--- src/rtl/op_dispatcher_pkg.sv ---
// Shared types for the op dispatcher: the decoded op record and the dispatcher
// state encoding plus its default sizing constants.
package Op_PKG;
   typedef struct packed {
      logic [3:0]  opcode;
      logic [15:0] arg;
   } Op_st;
endpackage

package Dispatch_PKG;
   typedef enum logic [0:0] {
      IDLE      = 1'b0,
      WAIT_DONE = 1'b1
   } DispatchState_e;

   localparam int DEF_DEPTH          = 4;
   localparam int DEF_CNT_BITS       = 16;
   localparam int DEF_TIMEOUT_CYCLES = 1 << 20;
endpackage

--- src/rtl/op_dispatcher_if.sv ---
// Op handshake bundle: decoder-side push port and processor-side issue port.
// The dispatcher uses the master modport; the decoder/processor side uses slave.
interface op_dispatcher_if;
   import Op_PKG::*;

   Op_st op_in;
   logic op_in_valid;
   logic op_in_rdy;
   Op_st proc_op;
   logic proc_trigger;
   logic proc_rdy;
   logic proc_done;

   modport master (
      input  op_in, op_in_valid, proc_rdy, proc_done,
      output op_in_rdy, proc_op, proc_trigger
   );

   modport slave (
      output op_in, op_in_valid, proc_rdy, proc_done,
      input  op_in_rdy, proc_op, proc_trigger
   );
endinterface

--- src/rtl/op_dispatcher_fifo.sv ---
// op_fifo: DEPTH-entry buffer of decoded ops with registered head; synchronous
// active-low reset, every update qualified by clk_en.
module op_fifo
   import Op_PKG::*;
#(
   parameter int DEPTH = 4
) (
   input  logic clk,
   input  logic reset,
   input  logic clk_en,
   input  logic push,
   input  Op_st push_op,
   input  logic pop,
   output logic full,
   output logic empty,
   output Op_st head
);
   localparam int PTR_W = $clog2(DEPTH);

   if ((DEPTH < 2) || ((DEPTH & (DEPTH - 1)) != 0)) begin : g_bad_depth
      $error("op_fifo: DEPTH must be a power of two and at least 2");
   end

   logic [PTR_W:0] wr_ptr_q, wr_ptr_d;
   logic [PTR_W:0] rd_ptr_q, rd_ptr_d;
   Op_st           mem_q [DEPTH];
   Op_st           mem_d [DEPTH];
   logic           do_push;
   logic           do_pop;

   // Extra pointer bit distinguishes full from empty when the indices match.
   assign empty = (wr_ptr_q == rd_ptr_q);
   assign full  = (wr_ptr_q[PTR_W] != rd_ptr_q[PTR_W]) &&
                  (wr_ptr_q[PTR_W-1:0] == rd_ptr_q[PTR_W-1:0]);
   assign head  = mem_q[rd_ptr_q[PTR_W-1:0]];

   assign do_push = push && !full;
   assign do_pop  = pop && !empty;

   always_comb begin
      mem_d    = mem_q;
      wr_ptr_d = wr_ptr_q;
      rd_ptr_d = rd_ptr_q;
      if (do_push) begin
         mem_d[wr_ptr_q[PTR_W-1:0]] = push_op;
         wr_ptr_d = wr_ptr_q + (PTR_W + 1)'(1);
      end
      if (do_pop) begin
         rd_ptr_d = rd_ptr_q + (PTR_W + 1)'(1);
      end
   end

   always_ff @(posedge clk) begin
      if (!reset) begin
         wr_ptr_q <= '0;
         rd_ptr_q <= '0;
      end else if (clk_en) begin
         wr_ptr_q <= wr_ptr_d;
         rd_ptr_q <= rd_ptr_d;
      end
   end

   always_ff @(posedge clk) begin
      if (clk_en) begin
         mem_q <= mem_d;
      end
   end
endmodule

--- src/rtl/op_dispatcher.sv ---
// op_dispatcher: buffers decoded ops and issues them one at a time to the processor,
// holding proc_op until done. Optional WAIT_DONE watchdog: OP_DISPATCH_TIMEOUT_EN.
//
// state     | meaning
// IDLE      | no op in flight; issue head entry when buffer non-empty and proc_rdy
// WAIT_DONE | op issued, proc_op held, waiting for proc_done
module op_dispatcher
   import Op_PKG::*;
   import Dispatch_PKG::*;
#(
   parameter int DEPTH          = DEF_DEPTH,
   parameter int CNT_BITS       = DEF_CNT_BITS,
   parameter int TIMEOUT_CYCLES = DEF_TIMEOUT_CYCLES
) (
   input  logic                clk,
   input  logic                reset,
   input  logic                clk_en,
   op_dispatcher_if.master     bus,
   output logic                busy,
   output logic [CNT_BITS-1:0] ops_done_cnt,
   output logic                timeout_err
);
   if ((CNT_BITS < 1) || (TIMEOUT_CYCLES < 1)) begin : g_bad_param
      $error("op_dispatcher: CNT_BITS and TIMEOUT_CYCLES must be at least 1");
   end

   DispatchState_e      state_q, state_d;
   Op_st                proc_op_q, proc_op_d;
   logic                proc_trigger_q, proc_trigger_d;
   logic [CNT_BITS-1:0] ops_done_cnt_q, ops_done_cnt_d;

   logic fifo_full;
   logic fifo_empty;
   Op_st fifo_head;
   logic fifo_push;
   logic fifo_pop;
   logic issue;
   logic timeout_hit;
   logic dispatch_block;

   assign bus.op_in_rdy = reset && !fifo_full;
   assign fifo_push     = clk_en && bus.op_in_valid && bus.op_in_rdy;
   assign fifo_pop      = clk_en && issue;

   op_fifo #(
      .DEPTH (DEPTH)
   ) u_fifo (
      .clk     (clk),
      .reset   (reset),
      .clk_en  (clk_en),
      .push    (fifo_push),
      .push_op (bus.op_in),
      .pop     (fifo_pop),
      .full    (fifo_full),
      .empty   (fifo_empty),
      .head    (fifo_head)
   );

   always_ff @(posedge clk) begin
      if (!reset) begin
         state_q        <= IDLE;
         proc_op_q      <= '0;
         proc_trigger_q <= 1'b0;
         ops_done_cnt_q <= '0;
      end else if (clk_en) begin
         state_q        <= state_d;
         proc_op_q      <= proc_op_d;
         proc_trigger_q <= proc_trigger_d;
         ops_done_cnt_q <= ops_done_cnt_d;
      end
   end

   // proc_done wins over a watchdog expiry landing on the same edge.
   always_comb begin
      state_d = state_q;
      issue   = 1'b0;
      case (state_q)
         IDLE: begin
            if (!fifo_empty && bus.proc_rdy && !dispatch_block) begin
               state_d = WAIT_DONE;
               issue   = 1'b1;
            end
         end
         WAIT_DONE: begin
            if (bus.proc_done || timeout_hit) begin
               state_d = IDLE;
            end
         end
         default: state_d = IDLE;
      endcase
   end

   always_comb begin
      proc_op_d      = proc_op_q;
      proc_trigger_d = proc_trigger_q;
      ops_done_cnt_d = ops_done_cnt_q;
      if (issue) begin
         proc_op_d      = fifo_head;
         proc_trigger_d = 1'b1;
      end else if (state_q == WAIT_DONE) begin
         proc_trigger_d = 1'b0;
         if (bus.proc_done) begin
            ops_done_cnt_d = ops_done_cnt_q + CNT_BITS'(1);
         end
      end
   end

`ifdef OP_DISPATCH_TIMEOUT_EN
   localparam int TO_W = $clog2(TIMEOUT_CYCLES) + 1;

   logic [TO_W-1:0] to_cnt_q, to_cnt_d;
   logic            timeout_err_q, timeout_err_d;

   // Down-counter loaded on issue; reaching zero in WAIT_DONE means TIMEOUT_CYCLES elapsed.
   assign timeout_hit    = (state_q == WAIT_DONE) && (to_cnt_q == '0);
   assign dispatch_block = timeout_err_q;

   always_comb begin
      to_cnt_d      = to_cnt_q;
      timeout_err_d = timeout_err_q;
      if (issue) begin
         to_cnt_d = TO_W'(TIMEOUT_CYCLES - 1);
      end else if ((state_q == WAIT_DONE) && !bus.proc_done) begin
         if (timeout_hit) begin
            timeout_err_d = 1'b1;
         end else begin
            to_cnt_d = to_cnt_q - TO_W'(1);
         end
      end
   end

   always_ff @(posedge clk) begin
      if (!reset) begin
         to_cnt_q      <= '0;
         timeout_err_q <= 1'b0;
      end else if (clk_en) begin
         to_cnt_q      <= to_cnt_d;
         timeout_err_q <= timeout_err_d;
      end
   end

   assign timeout_err = timeout_err_q;
`else
   assign timeout_hit    = 1'b0;
   assign dispatch_block = 1'b0;
   assign timeout_err    = 1'b0;
`endif

   assign bus.proc_op      = proc_op_q;
   assign bus.proc_trigger = proc_trigger_q;
   assign ops_done_cnt     = ops_done_cnt_q;
   assign busy             = (state_q == WAIT_DONE) || !fifo_empty;
endmodule

--- src/flat_wrapper.sv ---
// flat-port wrapper written by rule: the top's interface ports become plain ports
module op_dispatcher_flat import Op_PKG::*; import Dispatch_PKG::*;
#(
   parameter int DEPTH          = DEF_DEPTH,
   parameter int CNT_BITS       = DEF_CNT_BITS,
   parameter int TIMEOUT_CYCLES = DEF_TIMEOUT_CYCLES
)
  (clk, reset, clk_en, busy, ops_done_cnt, timeout_err, bus_op_in, bus_op_in_valid, bus_proc_rdy, bus_proc_done, bus_op_in_rdy, bus_proc_op, bus_proc_trigger);
  op_dispatcher_if bus_i ();
  input  logic clk;
  input  logic reset;
  input  logic clk_en;
  output logic busy;
  output logic [CNT_BITS-1:0] ops_done_cnt;
  output logic timeout_err;
  input wire logic [$bits(bus_i.op_in)-1:0] bus_op_in;
  input wire logic [$bits(bus_i.op_in_valid)-1:0] bus_op_in_valid;
  input wire logic [$bits(bus_i.proc_rdy)-1:0] bus_proc_rdy;
  input wire logic [$bits(bus_i.proc_done)-1:0] bus_proc_done;
  output wire logic [$bits(bus_i.op_in_rdy)-1:0] bus_op_in_rdy;
  output wire logic [$bits(bus_i.proc_op)-1:0] bus_proc_op;
  output wire logic [$bits(bus_i.proc_trigger)-1:0] bus_proc_trigger;
  assign bus_i.op_in = bus_op_in;
  assign bus_i.op_in_valid = bus_op_in_valid;
  assign bus_i.proc_rdy = bus_proc_rdy;
  assign bus_i.proc_done = bus_proc_done;
  assign bus_op_in_rdy = bus_i.op_in_rdy;
  assign bus_proc_op = bus_i.proc_op;
  assign bus_proc_trigger = bus_i.proc_trigger;
  op_dispatcher #(.DEPTH(DEPTH), .CNT_BITS(CNT_BITS), .TIMEOUT_CYCLES(TIMEOUT_CYCLES)) u_core (.clk(clk), .reset(reset), .clk_en(clk_en), .bus(bus_i), .busy(busy), .ops_done_cnt(ops_done_cnt), .timeout_err(timeout_err));
endmodule
--- config.mk ---
export PLATFORM = sky130hd
export DESIGN_NAME = op_dispatcher_flat
export DESIGN_NICKNAME = d
export VERILOG_FILES = /design/src/rtl/op_dispatcher_pkg.sv /design/src/rtl/op_dispatcher_if.sv /design/src/rtl/op_dispatcher_fifo.sv /design/src/rtl/op_dispatcher.sv /design/src/flat_wrapper.sv
export SDC_FILE = /design/constraint.sdc
export NUM_CORES = 1
export LEC_CHECK = 0
export CAP_MARGIN = 0
export CORE_UTILIZATION = 54
export CTS_BUF_LIST = sky130_fd_sc_hd__clkbuf_16
export CTS_CLUSTER_DIAMETER = 200
export DETAILED_ROUTE_END_ITERATION = 12
export PLACE_DENSITY_LB_ADDON = 0.3
export SETUP_SLACK_MARGIN = 0.2
export SLEW_MARGIN = 15
export SYNTH_ARGS = -nofsm -noshare
export SYNTH_HDL_FRONTEND = slang
export SYNTH_HIERARCHICAL = 1
export SYNTH_SLANG_ARGS = --single-unit
--- constraint.sdc ---
create_clock -name clk -period 3.9 [get_ports clk]
set_input_delay 0.39 -clock clk [delete_from_list [all_inputs] [get_ports clk]]
set_output_delay 0.39 -clock clk [all_outputs]
set_load 0.05 [all_outputs]
==> load_flow_metrics.sql <==
INSERT INTO impl_metrics (metric_group, metric, value, unit) VALUES
('status', 'run_status', 'finished, final reports clean', ''),
('global_routing', 'globalRouteOverflowTotal', '0', ''),
('floorplanning', 'chipHeight', '97.4', 'um'),
('detailed_routing', 'routed_wire_length_per_instance', '17.7', 'um'),
('floorplanning', 'dieWidth', '97.4', 'um'),
('timing', 'final_min_period_over_clock_period', '76.9', '%'),
('yosys', 'synth.net_count', '386', ''),
('pwr', 'seq_power_share', '46.2', '%'),
('placed_design', 'place.detailed.instances', '518', ''),
('pwr', 'design_power_total', '3.04', 'mW'),
('yosys', 'ys_ff_latch', '124', ''),
('setup_path', 'top_fanout_value_on_the_critical_path', '21', ''),
('timing', 'setup_slack', '0.899', 'ns'),
('detailed_routing', 'overall_via_count_from_detail_route', '3154', ''),
('min_path', 'min_delay_path_depth', '2', ''),
('cts', 'cts_repair_resized_insts', '0', ''),
('setup_path', 'worst_path_max_delay_cell', 'xor2_1', ''),
('yosys', 'ys_seq_area_share', '66.8', '%'),
('detailed_routing', 'drc_errors', '0', ''),
('global_routing', 'grt_pass1_vias', '3170', ''),
('setup_path', 'timing.critical_path.required', '4.23', 'ns'),
('timing', 'rsz0062_at_grt', 'false', ''),
('pwr', 'switching_share_of_total_power', '21.3', '%'),
('final_layout', 'multi_input_combinational_cell_area', '0.00153', 'mm^2'),
('global_routing', 'grt_max_degree', '39', ''),
('pwr', 'power.share.combinational', '3.2', '%'),
('min_path', 'worst_hold_path_type', 'reg2reg', ''),
('cts', 'cts_setup_buffers', '0', ''),
('pwr', 'power-per-cell-area', '485', 'mW/mm^2'),
('pwr', 'leak_pwr', '2.05', 'nW'),
('timing', 'finalSetupTns', '0', 'ns'),
('cts', 'ctsHoldBuffers', '0', ''),
('yosys', 'synthesis.yosys.warnings', '6', ''),
('placed_design', 'io_buffers', '64', ''),
('yosys', 'synth_ff_type', 'edfxtp_1', ''),
('timing', 'final-setup-viol-count', '0', ''),
('floorplanning', 'number_of_top_level_design_ports', '66', ''),
('timing', 'max_clock_freq', '333', 'MHz'),
('yosys', 'netlist_area_pre_place', '0.00491', 'mm^2'),
('global_routing', 'track_usage', '22.3', '%'),
('pwr', 'internal_power', '2.40', 'mW'),
('global_routing', 'global_route_wire_length_before_repair', '16000', 'um'),
('floorplanning', 'row_count', '34', ''),
('yosys', 'async_reset_ff_share', '0', '%'),
('floorplanning', 'coreArea', '0.00876', 'mm^2'),
('floorplanning', 'die-area', '0.00948', 'mm^2'),
('timing', 'finClkSkew', '0.0137', 'ns'),
('yosys', 'netlist_instances', '354', ''),
('setup_path', 'timing.critical_path.to_type', 'register', ''),
('final_layout', 'fin_cells', '550', ''),
('final_layout', 'layout.nets', '461', ''),
('final_layout', 'post_route_cells_drive_above_1_share', '14.9', '%'),
('timing', 'final_hold_vio_count', '0', ''),
('pwr', 'ir_worst_vdd', '0.000374', 'V'),
('cts', 'tritoncts.num_buffers', '17', ''),
('placed_design', 'place.gp.congestion', '0.875', ''),
('global_routing', 'grt_antenna_before_repair', '0', ''),
('pwr', 'clk_pwr_share', '50.5', '%'),
('final_layout', 'insertedDiodeCount', '0', ''),
('floorplanning', 'initial_utilization', '56.1', '%'),
('setup_path', 'data_arrival_time_of_the_critical_path', '3.33', 'ns'),
('final_layout', 'fillCellCount', '587', ''),
('placed_design', 'pre_cts_slack', '0.968', 'ns'),
('detailed_routing', 'finalWirelength', '9720', 'um'),
('cts', 'cts_sinks', '124', ''),
('detailed_routing', 'drt_pass1_iterations', '5', ''),
('cts', 'clk-insertion-delay-late', '0.41', 'ns'),
('detailed_routing', 'route.antenna.remaining_nets', '0', ''),
('job', 'cap_viol_max_count', '0', ''),
('setup_path', 'cp_slowest_stage_delay', '0.49', 'ns'),
('cts', 'cts-htree-levels', '4', '');
## metal layers
layer	track usage (%)	wire length [um]	vias up
met5	0	0	-
met4	10.4	184	0
met3	5.32	564	18
met2	35.1	4730	115
met1	29.5	4240	1550
li1	-	-	1471
## power groups by stage
stage / Clock (mW) / Sequential [mW] / Combinational (mW)
2_1_floorplan: 0 / 1.44 / 0.0392
3_3_place_gp: 0 / 1.43 / 0.0961
3_5_place_dp: 0 / 1.44 / 0.0980
4_1_cts: 1.56 / 1.41 / 0.0988
5_1_grt: 1.62 / 1.41 / 0.106
6_report: 1.54 / 1.41 / 0.0985
## final timing paths
| kind | from | end | slack [ns] |
|---|---|---|---|
| worst max-delay path | u_core/u_fifo/wr_ptr_q[2] | u_core/u_fifo/rd_ptr_q[2] | 0.90 |
| worst min-delay path | u_core/bus.proc_op[6] | u_core/bus.proc_op[6] | 0.46 |
| worst max register to register | u_core/u_fifo/wr_ptr_q[2] | u_core/u_fifo/rd_ptr_q[2] | 0.90 |
| worst min register to register | u_core/bus.proc_op[6] | u_core/bus.proc_op[6] | 0.46 |
## metrics by stage
| step | hold slack (ns) | utilization [%] | area (um^2) |
|---|---|---|---|
| 2_1_floorplan | 0.489 | - | 4910 |
| 3_3_place_gp | 0.446 | 64.8 | 5680 |
| 3_5_place_dp | 0.453 | 64.8 | 5680 |
| 4_1_cts | 0.461 | 71.6 | 6270 |
| 5_1_grt | 0.487 | 71.6 | 6270 |
| 6_report | 0.459 | 71.6 | 6270 |
## registers in the layout (all words and copies together) (netlist names)
signal,flops
u_core/state_q,1
u_core/u_fifo/wr_ptr_q,3
u_core/u_fifo/rd_ptr_q,3
u_core/bus.proc_op,20
u_core/ops_done_cnt,16
u_core/u_fifo/mem_q,80
u_core/bus.proc_trigger,1
## cells in the final DEF (no fill, tap or decap), drive strengths merged
cell and n:
a211o 2, a21oi 25, a221oi 1, a22oi 2
a31oi 4, a32oi 2, and2 5, and3 1
and4 2, and4b 2, buf 9, bufinv 2
clkbuf 17, clkdlybuf4s50 64, clkinv 3, clkinvlp 4
conb 1, dfxtp 44, edfxtp 80, ha 6
inv 13, mux2i 1, mux4 20, nand2 52
nand2b 1, nand3 9, nand3b 1, nand4 10
nor2 17, nor3 3, nor4 4, o211ai 2
o21ai 8, or2 1, or3 4, or4 2
or4b 1, xnor2 11, xor2 6
## cell families after synthesis
family                   count (synthesis)  synth area share, %
AO/OA/AOI/OAI                           46                 5.37
XOR/XNOR                                17                 3.18
adder cells (fa/ha/maj)                  6                 1.53
buffers and inverters                   24                 2.19
flip-flops                             124                 66.8
multiplexers                            21                 9.37
other                                    1               0.0763
AND/OR/NAND/NOR                        115                 11.4
## area by class of cell
type | instances | area share (%)
Clock buffer | 17 | 6.78
Timing Repair Buffer | 73 | 11.3
Sequential cell | 124 | 52.4
Inverter | 7 | 0.419
Clock inverter | 15 | 2.61
Tap cell | 108 | 2.15
Multi-Input combinational cell | 206 | 24.4
## worst max-delay path, delay by kind of cell (launching register included)
kind	cells	cell delay, ns
flops	1	0.42
compound gates	1	0.18
buf+inv	1	0.33
simple gates	5	1.49
xor+xnor	1	0.49
## cells in the mapped netlist, types with 5 or more instances
master	number	area, um^2
mux4_2	20	450
edfxtp_1	80	2400
ha_1	6	75.1
xnor2_1	11	96.3
inv_1	7	26.3
xor2_1	5	43.8
o21ai_0	8	40.0
a21oi_1	25	125
dfxtp_1	44	881
nand2_1	52	195
and2_1	5	31.3
nand4_1	9	56.3
nand3_1	9	45.0
nor2_1	17	63.8
clkbuf_1	11	41.3
Power figures use the tool's default switching activity.
